File: config.mk
export PLATFORM = sky130hd
export DESIGN_NAME = jacaranda_flash_boot_loader
export DESIGN_NICKNAME = d
export VERILOG_FILES = /design/src/rtl/jacaranda_loader_pkg.sv /design/src/rtl/jacaranda_spi_shifter.sv /design/src/rtl/jacaranda_flash_boot_loader.sv
export SDC_FILE = /design/constraint.sdc
export NUM_CORES = 1
export LEC_CHECK = 0
export CAP_MARGIN = 15
export CORE_AREA = 2 2 91 129
export CTS_CLUSTER_DIAMETER = 40
export CTS_CLUSTER_SIZE = 40
export DETAILED_ROUTE_END_ITERATION = 16
export DIE_AREA = 0 0 93 131
export PLACE_DENSITY = 0.53
export SYNTH_ARGS = -nofsm -noshare
export SYNTH_HDL_FRONTEND = slang
export SYNTH_HIERARCHICAL = 1
export SYNTH_SLANG_ARGS = --single-unit
File: constraint.sdc
create_clock -name clock -period 2.3 [get_ports clock]
set_input_delay 0.46 -clock clock [delete_from_list [all_inputs] [get_ports clock]]
set_output_delay 0.46 -clock clock [all_outputs]
set_load 0.01 [all_outputs]
File: src/rtl/jacaranda_loader_pkg.sv
// jacaranda_loader_pkg: shared state encoding and SPI constants for the jacaranda-8 flash boot loader
package jacaranda_loader_pkg;

    typedef enum logic [2:0] {
        IDLE   = 3'd0,
        CMD    = 3'd1,
        ADDR   = 3'd2,
        DATA   = 3'd3,
        FINISH = 3'd4
    } state_e;

    localparam logic [7:0] SPI_CMD_READ = 8'h03;
    localparam int         CMD_BITS     = 8;
    localparam int         ADDR_BITS    = 24;

    // Byte i (0 = most significant) of a 24-bit flash address
    function automatic logic [7:0] addr_byte(input logic [23:0] a, input logic [1:0] i);
        return i == 2'd0 ? a[23:16] : i == 2'd1 ? a[15:8] : a[7:0];
    endfunction

endpackage

File: src/rtl/jacaranda_spi_shifter.sv
// jacaranda_spi_shifter: SPI mode-0 SCK generator with an 8-bit transmit/receive shift register
module jacaranda_spi_shifter
    import jacaranda_loader_pkg::*;
#(
    parameter int CLK_DIV = 2
) (
    input  logic       clock,
    input  logic       resetb,
    input  logic       en,
    input  logic       run,
    input  logic       miso,
    input  logic [7:0] tx_next,
    output logic       sck,
    output logic       mosi,
    output logic       bit_done,
    output logic       byte_done,
    output logic       tail,
    output logic [7:0] rx_byte
);

    localparam int CW = CLK_DIV > 1 ? $clog2(CLK_DIV) : 1;

    logic [CW-1:0] cnt_q, cnt_d;
    logic          sck_q, sck_d;
    logic [2:0]    bit_q, bit_d;
    logic [7:0]    tx_q, tx_d;
    logic [6:0]    rx_q, rx_d;
    logic          tick, rise, fall;

    // A half-period tick; rising edges only while run, the pending falling edge always completes,
    // and tail marks one full low half-period after SCK has stopped
    assign tick      = en && cnt_q == CW'(CLK_DIV - 1);
    assign rise      = tick && !sck_q && run;
    assign fall      = tick && sck_q;
    assign tail      = tick && !sck_q && !run;
    assign bit_done  = rise;
    assign byte_done = rise && bit_q == 3'(CMD_BITS - 1);
    assign rx_byte   = {rx_q, miso};
    assign sck       = sck_q;
    assign mosi      = tx_q[7];

    // Next-state: the next byte is preloaded while idle and swapped in on the falling edge after a byte boundary
    always_comb begin
        cnt_d = !en || tick ? '0 : cnt_q + CW'(1);
        sck_d = en && (rise || (sck_q && !fall));
        bit_d = !en ? 3'd0 : rise ? bit_q + 3'd1 : bit_q;
        rx_d  = rise ? {rx_q[5:0], miso} : rx_q;
        tx_d  = !en ? tx_next : fall ? (bit_q == 3'd0 ? tx_next : {tx_q[6:0], 1'b0}) : tx_q;
    end

    // Shifter state registers
    always_ff @(posedge clock or negedge resetb) begin
        if (!resetb) begin
            cnt_q <= '0;
            sck_q <= 1'b0;
            bit_q <= 3'd0;
            tx_q  <= 8'h00;
            rx_q  <= 7'h00;
        end else begin
            cnt_q <= cnt_d;
            sck_q <= sck_d;
            bit_q <= bit_d;
            tx_q  <= tx_d;
            rx_q  <= rx_d;
        end
    end

endmodule

File: src/rtl/jacaranda_flash_boot_loader.sv
// jacaranda_flash_boot_loader: holds jacaranda-8 in reset, copies an image from SPI flash into imem, then releases it
// Optional feature: define JACARANDA_LOADER_CHECKSUM_EN for a mod-256 checksum of the loaded bytes.
module jacaranda_flash_boot_loader
    import jacaranda_loader_pkg::*;
#(
    parameter int          IMEM_AW    = 8,
    parameter logic [23:0] FLASH_BASE = 24'h010000,
    parameter int          CLK_DIV    = 2
) (
    input  logic               clock,
    input  logic               resetb,
    input  logic               start,
    input  logic [IMEM_AW:0]   len,
    output logic               busy,
    output logic               done,
    output logic               cpu_resetb,
    output logic               spi_csb,
    output logic               spi_sck,
    output logic               spi_mosi,
    input  logic               spi_miso,
    output logic               imem_we,
    output logic [IMEM_AW-1:0] imem_addr,
    output logic [7:0]         imem_wdata,
    output logic [7:0]         checksum
);

    localparam logic [1:0] ADDR_LAST = 2'(ADDR_BITS / 8 - 1);

    state_e             state_q, state_d;
    logic [IMEM_AW:0]   len_q, len_d;
    logic [IMEM_AW:0]   idx_q, idx_d;
    logic [1:0]         bc_q, bc_d;
    logic               stop_q, stop_d;
    logic               busy_q, busy_d;
    logic               done_q, done_d;
    logic               cpu_resetb_q, cpu_resetb_d;
    logic               csb_q, csb_d;
    logic               we_q, we_d;
    logic [IMEM_AW-1:0] addr_q, addr_d;
    logic [7:0]         wdata_q, wdata_d;
    logic [7:0]         tx_next, rx_byte;
    logic               bit_done, byte_done, tail, byte_evt;
    logic [IMEM_AW:0]   idx_nxt;

    assign tx_next  = state_q == ADDR ? addr_byte(FLASH_BASE, bc_q) : state_q == DATA ? 8'h00 : SPI_CMD_READ;
    assign byte_evt = bit_done && byte_done;
    assign idx_nxt  = idx_q + 1'b1;

    jacaranda_spi_shifter #(.CLK_DIV(CLK_DIV)) u_shifter (
        .clock     (clock),
        .resetb    (resetb),
        .en        (!csb_q),
        .run       (!stop_q),
        .miso      (spi_miso),
        .tx_next   (tx_next),
        .sck       (spi_sck),
        .mosi      (spi_mosi),
        .bit_done  (bit_done),
        .byte_done (byte_done),
        .tail      (tail),
        .rx_byte   (rx_byte)
    );

    // Load sequencer: header bytes, burst data bytes written as they complete, then a one-cycle release
    always_comb begin
        state_d      = state_q;
        len_d        = len_q;
        idx_d        = idx_q;
        bc_d         = bc_q;
        stop_d       = stop_q;
        busy_d       = busy_q;
        done_d       = done_q;
        cpu_resetb_d = cpu_resetb_q;
        csb_d        = csb_q;
        we_d         = 1'b0;
        addr_d       = addr_q;
        wdata_d      = wdata_q;
        if (state_q == IDLE) begin
            if (start) begin
                len_d        = len;
                idx_d        = '0;
                bc_d         = 2'd0;
                stop_d       = 1'b0;
                busy_d       = 1'b1;
                done_d       = 1'b0;
                cpu_resetb_d = 1'b0;
                csb_d        = len == '0;
                state_d      = len == '0 ? FINISH : CMD;
            end
        end else if (state_q == CMD) begin
            if (byte_evt) state_d = ADDR;
        end else if (state_q == ADDR) begin
            if (byte_evt) begin
                bc_d = bc_q + 2'd1;
                if (bc_q == ADDR_LAST) state_d = DATA;
            end
        end else if (state_q == DATA) begin
            if (byte_evt) begin
                we_d    = 1'b1;
                addr_d  = idx_q[IMEM_AW-1:0];
                wdata_d = rx_byte;
                idx_d   = idx_nxt;
                if (idx_nxt == len_q) stop_d = 1'b1;
            end
            if (stop_q && tail) begin
                state_d = FINISH;
                csb_d   = 1'b1;
            end
        end else begin
            state_d      = IDLE;
            busy_d       = 1'b0;
            done_d       = 1'b1;
            cpu_resetb_d = 1'b1;
            csb_d        = 1'b1;
        end
    end

    // Sequencer registers; reset drops the load and keeps the core held
    always_ff @(posedge clock or negedge resetb) begin
        if (!resetb) begin
            state_q      <= IDLE;
            len_q        <= '0;
            idx_q        <= '0;
            bc_q         <= 2'd0;
            stop_q       <= 1'b0;
            busy_q       <= 1'b0;
            done_q       <= 1'b0;
            cpu_resetb_q <= 1'b0;
            csb_q        <= 1'b1;
            we_q         <= 1'b0;
            addr_q       <= '0;
            wdata_q      <= 8'h00;
        end else begin
            state_q      <= state_d;
            len_q        <= len_d;
            idx_q        <= idx_d;
            bc_q         <= bc_d;
            stop_q       <= stop_d;
            busy_q       <= busy_d;
            done_q       <= done_d;
            cpu_resetb_q <= cpu_resetb_d;
            csb_q        <= csb_d;
            we_q         <= we_d;
            addr_q       <= addr_d;
            wdata_q      <= wdata_d;
        end
    end

    assign busy       = busy_q;
    assign done       = done_q;
    assign cpu_resetb = cpu_resetb_q;
    assign spi_csb    = csb_q;
    assign imem_we    = we_q;
    assign imem_addr  = addr_q;
    assign imem_wdata = wdata_q;

`ifdef JACARANDA_LOADER_CHECKSUM_EN
    logic [7:0] sum_q, sum_d;

    // Running sum of every written byte, restarted by an accepted load
    always_comb sum_d = state_q == IDLE && start ? 8'h00 : we_q ? sum_q + wdata_q : sum_q;

    // Checksum register
    always_ff @(posedge clock or negedge resetb) begin
        if (!resetb) sum_q <= 8'h00;
        else         sum_q <= sum_d;
    end

    assign checksum = sum_q;
`else
    assign checksum = 8'h00;
`endif

endmodule

# Word level (Yosys, flattened, before mapping)
# Index checks and enable logic that the tools add are counted.
# W data, S select, Z words.
# classes
n_addsub	4
multipliers	0
div_mod_pow	0
magnitude_cmp	0
eq_ne	15
shift	0
mux	57
n_bitwise	3
reduce_logical	34
# op_table
cell	n
$mux W9	6
$mux W3	12
$mux W1	29
$mux W8	3
$reduce_and A5 Y1	3
$mux W2	7
$reduce_and A4 Y1	3
$reduce_bool A2 Y1	6
$logic_and A1 B1 Y1	10
$add A9 B1 Y9 const B	1
$eq A9 B9 Y1	1
$logic_not A9 Y1	1
$eq A3 B2 Y1 const B	2
$logic_not A3 Y1	2
$ne A2 B2 Y1 const B	3
$ne A3 B2 Y1 const B	2
$reduce_and A6 Y1	1
$ne A5 B4 Y1 const B	1
$logic_not A1 Y1	4
$ne A4 B1 Y1 const B	1
$add A3 B1 Y3 const B	1
$eq A3 B1 Y1 const B	1
$eq A3 B3 Y1 const B	1
$ne A3 B3 Y1 const B	1
8 further kinds	11
# totals
reg_bits	64
latchBits	0
mem_bits_rw	0
mem_bits_ro	0
inputBits	13
out_inout_bits	31
word_cells	129
n_memories	0

# Longest topological paths before layout
# Gate-level depths: netlist of the first run.
# depth
word_depth	11
depth_mapped	11
mapped_depth_nobuf	10

# Hierarchy
# Netlist of the first run, hierarchy kept.
# by_module_without_submodules
mod	instances	cells_each	area_per_inst_um2	seq_area_each_um2
jacaranda_flash_boot_loader	1	252	2319.7	1102.3
jacaranda_spi_shifter	1	101	924.6	500.5

# Worst setup path before layout of the first run
# No wires, ideal clock.
# synth_timing
kind	flip-flop to flip-flop
from	register csb_q, in the netlist spi_csb
to	register idx_q[6]
setup_ns	0.118
t_arrival_ns	1.872
required_ns	2.182
path_slack_ns	0.310
stages_incl_launch_ff	11
path_buffers	3
period_less_slack_ns	1.990
path_cell_list	dfstp_2 > inv_1 > nand4b_1 > inv_2 > buf_4 > and2_1 > clkbuf_1 > nand3_2 > clkbuf_1 > nor3_1 > a21o_1
# synth_between
elab_chain_len	8
# synth_rtl
element	line_no	rtl
start: declaration	jacaranda_flash_boot_loader.sv:37	logic csb_q, csb_d;
start signal: assignment	jacaranda_flash_boot_loader.sv:142	csb_q <= csb_d;
$logic_not A1 Y1 (*)	jacaranda_flash_boot_loader.sv:52	.en (!csb_q),
$logic_and A1 B1 Y1 (*)	jacaranda_spi_shifter.sv:32	assign tick = en && cnt_q == CW'(CLK_DIV - 1);
$logic_and A1 B1 Y1 (*) (2 in a row)	jacaranda_spi_shifter.sv:33	assign rise = tick && !sck_q && run;
named net bit_done	jacaranda_flash_boot_loader.sv:42	logic bit_done, byte_done, tail, byte_evt;
$logic_and A1 B1 Y1	jacaranda_spi_shifter.sv:37	assign byte_done = rise && bit_q == 3'(CMD_BITS - 1);
$logic_and A1 B1 Y1 (*)	jacaranda_flash_boot_loader.sv:46	assign byte_evt = bit_done && byte_done;
$reduce_bool A2 Y1 (no line) (*)	n/a	
$reduce_and A5 Y1 (no line) (*)	n/a	
end signal: assignment	jacaranda_flash_boot_loader.sv:136	idx_q <= idx_d;
end: declaration	jacaranda_flash_boot_loader.sv:31	logic [IMEM_AW:0] idx_q, idx_d;
# The timed path passes the listed nets; every way through them passes the cells marked *.
# A chain may end at the register's enable or synchronous reset.

# Worst setup path after layout of the first run
# layout_timing
from	register u_shifter.bit_q[0]
to	register idx_q[7]
# layout_between
elab_chain_len	5
# layout_rtl
element	line_no	rtl
start: declaration	jacaranda_spi_shifter.sv:25	logic [2:0] bit_q, bit_d;
start signal: assignment	jacaranda_spi_shifter.sv:62	bit_q <= bit_d;
$eq A3 B3 Y1	jacaranda_spi_shifter.sv:37	
$logic_and A1 B1 Y1	jacaranda_spi_shifter.sv:37	
named net byte_done	jacaranda_flash_boot_loader.sv:42	
$logic_and A1 B1 Y1	jacaranda_flash_boot_loader.sv:46	
$reduce_bool A2 Y1 (no line)	n/a	
$reduce_and A5 Y1 (no line)	n/a	
# The timed path passes the listed nets, and every way through them passes these cells.

==> results of run 1 <==
-- where the power goes --
part / leakage [nW] / switching, mW / internal [mW] / total (mW)
Combinational: 0.863 / 0.515 / 0.430 / 0.945
Clock: 0.141 / 0.483 / 0.827 / 1.31
Sequential: 0.820 / 0.215 / 1.38 / 1.59
-- layout by cell type (no fill, tap or decap), drive strengths merged, types with 7 or more instances in the layout --
cell type      instances
a21oi                  7
a31oi                  8
buf                   12
clkbuf                 9
clkdlybuf4s50         34
conb                  14
dfrtp                 63
inv                   15
mux2                  10
nand2                 94
nand3                 17
nor2                  18
o21ai                 28
xnor2                  8
-- stage by stage --
step | hold slack (ns) | total power, mW | utilization [%] | worst slack [ns]
5_1_grt | 0.184 | 4.10 | 36.4 | 0.0307
2_1_floorplan | 0.164 | 2.26 | - | 0.310
3_5_place_dp | 0.461 | 2.56 | 33.8 | 0.0166
4_1_cts | 0.166 | 3.90 | 36.4 | 0.237
6_report | 0.148 | 3.85 | 36.4 | 0.254
3_3_place_gp | 0.449 | 2.53 | 33.8 | 0.142
-- layer usage --
layer	up-vias	share of wire, %	GRT usage (%)
met5	-	0	0
met4	0	1.3	5.45
met3	9	2.8	3.78
met2	36	55	24.0
met1	1238	41	14.2
li1	1251	-	-
-- logic make-up (layout without fill, tap and decap cells) --
logic type | after synthesis | in the layout | synth area share, %
DFF | 64 | 64 | 49.4
and+or+nand+nor | 159 | 159 | 22.0
other | 1 | 14 | 0.116
AOI/OAI and AO/OA | 58 | 58 | 11.4
muxes | 12 | 12 | 4.09
buffers and inverters | 41 | 76 | 7.44
adders and majority gates | 6 | 6 | 2.31
xor gates and xnor gates | 12 | 12 | 3.24
-- state kept, by name, indices dropped and copies added (netlist names), 2 cells and up --
name and flops:
u_shifter/rx_q 7, u_shifter/tx_q 8, u_shifter/bit_q 3, imem_addr 8, len_q 9, state_q 3, bc_q 2, idx_q 9
imem_wdata 8
-- critical path, stage by stage (launching register included) --
cell and delay, ns:
dfrtp_1 0.41, ha_1 0.23, ha_1 0.20, and2_1 0.16
and2_1 0.21, nand3_2 0.12, buf_4 0.29, o21ai_0 0.13
nand2_1 0.07, o21ai_0 0.09
-- layout make-up --
type / instances / area [µm²]
fillers: 1151 / 7030
inverters: 15 / 56.3
repair buffers: 46 / 440
well taps: 144 / 180
clock inverters: 6 / 61.3
multi-input cells: 261 / 1460
flip-flops and latches: 64 / 1600
clock buffers: 9 / 225
-- final timing paths --
path                               startpoint  cells past startpoint                 to  slack (ns)
max                        u_shifter/bit_q[0]                      9           idx_q[7]        0.25
min                                    resetb                      1  u_shifter/rx_q[4]        0.15
max reg2reg                u_shifter/bit_q[0]                      9           idx_q[7]        0.25
min reg2reg                 u_shifter/rx_q[6]                      2      imem_wdata[7]        0.47
max in group asynchronous              resetb                      2      imem_wdata[4]        1.55
min in group clock          u_shifter/rx_q[6]                      2      imem_wdata[7]        0.47
==> flow_summary.json, run 1 <==
{
  "status": "finished clean",
  "post-place-cells": 530,
  "yosys_warnings": 6,
  "synth_area_mm2": 0.00324,
  "grt_util_all_layers_pct": 13.1,
  "powerDensity_mw_per_mm2": 957,
  "final_area_mm2": 0.00402,
  "setup_tns_ns": 0,
  "num_vias": 2534,
  "ys.flop_type": "dfrtp_1",
  "synth.avg_cell_area_um2": 9.19,
  "cts_made_buffers": 9,
  "first_pass_iters": 5,
  "clkSlewWorstSetupHoldPaths_ns": 0.06,
  "worstMarginPinSlew_ns": 0.619,
  "placed_area_mm2": 0.00373,
  "drive_gt1_share_pct": 12.7,
  "synth_edf_count": 0,
  "diodes": 0,
  "criticalPathCategory": "reg -> reg",
  "hold_viol_final": 0,
  "clk_path_buf_depth": 2,
  "yosysMostFrequentCell": "nand2_1",
  "via_per_inst": 4.65,
  "yosysSeqAreaShare_pct": 49.4,
  "grt_max_degree": 29,
  "die_y_um": 131,
  "wirelength_um": 7400,
  "drv_slew": 0,
  "skew_ns": 0.00721,
  "synth-seq-cells": 64,
  "clock.fmax_mhz": 489,
  "ant_nets": 0,
  "min_period_ns": 2.05,
  "final_cells": 545,
  "nets": 416,
  "grt_pass1_vias": 2567,
  "max_slew_margin_pct": 58.7,
  "cts_setup_buffers": 0,
  "tritoncts": "yes",
  "async_flop_share_pct": 100,
  "synthTopCellsByArea": "dfrtp_1 49%, nand2_1 11%, o21ai_0 3.9%",
  "cts_resized": 0,
  "power_leakage_nw": 1.82,
  "netlist_instances": 353,
  "worstHoldPathType": "in -> async",
  "cts.sinks": 64,
  "setup_viol": 0,
  "cp_max_fo": 26,
  "startpoint_type": "register",
  "io_buffers": 35,
  "holdBufCountCts": 0,
  "peakVddDrop_uv": 569,
  "drc": 0,
  "insertion_delay_ns": 0.33,
  "die-area_mm2": 0.0122,
  "required_ns": 2.50,
  "fp.dieW_um": 93,
  "syn_to_final_growth_pct": 23.9,
  "synth_area_leader_cell": "dfrtp_1",
  "hpwl_um": 5340,
  "end_kind": "register",
  "yosys.area.top_type_share_pct": 48.6,
  "yosysUniqueCellTypes": 53,
  "fin_crit_sh_pct": 89.0,
  "drv_cap": 0,
  "place_congestion": 0.771,
  "gr-total-overflow": 0,
  "wl_per_cell_um": 13.6,
  "first_iter_violations": 93,
  "core_region_area_mm2": 0.0111,
  "fp-row-count": 46,
  "synthTopCellsByCount": "94 x nand2_1, 63 x dfrtp_1, 25 x o21ai_0",
  "cts_root_buf": "clkbuf_16",
  "io-pin-count": 44,
  "critPathArrivalTime_ns": 2.24,
  "htreeDepth": 3,
  "rsz0062_at_grt": "no",
  "initial_utilization_pct": 29.4,
  "grt_pass1_wl_um": 12300,
  "antenna_found_initial": 0
}
(Power assumes the default switching activity.)
==> run 2, diff against run 1 <==
- PLACE_DENSITY: 0.53 -> default
==> flow_summary.json, run 2 (synthesis gave the netlist of run 1 again) <==
{
  "syn_to_final_growth_pct": 24.5,
  "required_ns": 2.55,
  "max_stage_delay_ns": 0.44,
  "clk_path_buf_depth": 2,
  "layout_common_cells": "94 x nand2_1, 63 x dfrtp_1, 34 x clkdlybuf4s50_1, 25 x o21ai_0, 18 x nor2_1",
  "via_per_inst": 4.68,
  "nets": 414,
  "wl_per_cell_um": 13.1,
  "worstMarginPinSlew_ns": 0.577,
  "cp_max_fo": 16,
  "crit_family": "simple AND/OR/NAND/NOR gates",
  "fin_crit_sh_pct": 87.1,
  "whs_ns": 0.132,
  "crit_path_cell_trace": "inv_1 > nand4b_1 > inv_2 > and2_1 > and2_1 > nand3_2 > inv_1 > buf_12 > nand2_1 > o21ai_0",
  "drv_cap": 0,
  "end_kind": "register",
  "multi_input_area_mm2": 0.00146,
  "fp-row-count": 46,
  "cts.sinks": 64,
  "ant_nets": 0,
  "hold_viol_final": 0,
  "power_leakage_nw": 1.82,
  "cts_root_buf": "clkbuf_16",
  "grt_pass1_vias": 2536,
  "hpwl_um": 5070,
  "powerDensity_mw_per_mm2": 962,
  "drive_gt1_share_pct": 12.5,
  "status": "finished clean",
  "critPathBufInv": 4,
  "drc": 0,
  "peakVddDrop_uv": 470,
  "criticalPathCategory": "reg -> reg",
  "core_region_area_mm2": 0.0111,
  "grt_util_all_layers_pct": 12.7,
  "tritoncts": "yes",
  "first_pass_iters": 4,
  "final_common_cell": "nand2_1",
  "initial_utilization_pct": 29.4,
  "grt_pass1_wl_um": 12100,
  "min_period_ns": 2.00,
  "diodes": 0,
  "setup_viol": 0,
  "antenna_found_initial": 0,
  "wirelength_um": 7110,
  "grt_max_degree": 30,
  "startpoint_type": "register",
  "fp.dieW_um": 93,
  "holdBufCountCts": 0,
  "register_area_mm2": 0.00160,
  "cts_setup_buffers": 0,
  "clock.fmax_mhz": 499,
  "rsz0062_at_grt": "no",
  "slowest_stage": "dfrtp_1",
  "drv_slew": 0,
  "place_congestion": 0.752,
  "setup_tns_ns": 0,
  "clkSlewWorstSetupHoldPaths_ns": 0.06,
  "max_slew_margin_pct": 61.6,
  "first_iter_violations": 125,
  "htreeDepth": 3,
  "num_vias": 2548,
  "skew_ns": 0.00590,
  "io_buffers": 35,
  "critPathArrivalTime_ns": 2.25,
  "die_y_um": 131,
  "io-pin-count": 44,
  "fill_cells": 1127,
  "cts_made_buffers": 9,
  "die-area_mm2": 0.0122,
  "worstHoldPathType": "in -> async",
  "largestRegisters": "idx_q (9), len_q (9)",
  "cts_resized": 0,
  "insertion_delay_ns": 0.33,
  "gr-total-overflow": 0,
  "postLayoutCoreUtil_pct": 36.5
}
[run 2: cell count changes in the layout (fill, tap and decap cells not counted), sizes merged]
cell,delta
clkinv,-2
clkinvlp,+1
buf,-2
inv,+2
[run 2: final timing paths]
kind | startpoint | endpoint | slack (ns) | depth (start not counted)
setup / recovery | stop_q | idx_q[7] | 0.30 | 10
hold / removal | resetb | len_q[5] | 0.13 | 1
setup reg to reg | stop_q | idx_q[7] | 0.30 | 10
hold reg to reg | imem_addr[2] | imem_addr[2] | 0.47 | 2
max in group asynchronous | resetb | u_shifter/bit_q[1] | 1.55 | 2
min in group clock | imem_addr[2] | imem_addr[2] | 0.47 | 2
[run 2: final cells by class]
| type | instances | area share (%) |
|---|---|---|
| clock buffers | 9 | 5.58 |
| clock inverters | 7 | 1.98 |
| well taps | 144 | 4.46 |
| flip-flops and latches | 64 | 39.7 |
| multi-input cells | 261 | 36.0 |
| inverters | 15 | 1.39 |
| repair buffers | 44 | 10.8 |
[run 2: where the power goes]
group	switching (mW)	internal (mW)
Clock	0.528	0.849
Sequential	0.212	1.38
Combinational	0.494	0.423
Total	1.23	2.65
[run 2: through the flow]
step	total power [mW]	worst slack (ns)	cell area (µm²)	instances
finish	3.89	0.296	4040	544
global route	4.13	0.0968	4040	544
CTS	3.93	0.262	4040	544
detailed placement	2.53	0.131	3730	528
global placement	2.50	0.215	3730	528
floorplan	2.26	0.310	3290	366
[run 2: metal layers]
metal / GRT usage [%] / routed length (µm) / vias up
met5: 0 / 0 / -
met4: 7.18 / 245 / 0
met3: 3.33 / 291 / 18
met2: 22.1 / 3700 / 47
met1: 13.9 / 2870 / 1235
li1: - / - / 1248
==> run 3, diff against run 2 <==
- CTS_CLUSTER_SIZE: 40 -> default
==> results of run 3 <==
Final layout, timing and power as in run 2 (identical DEF).
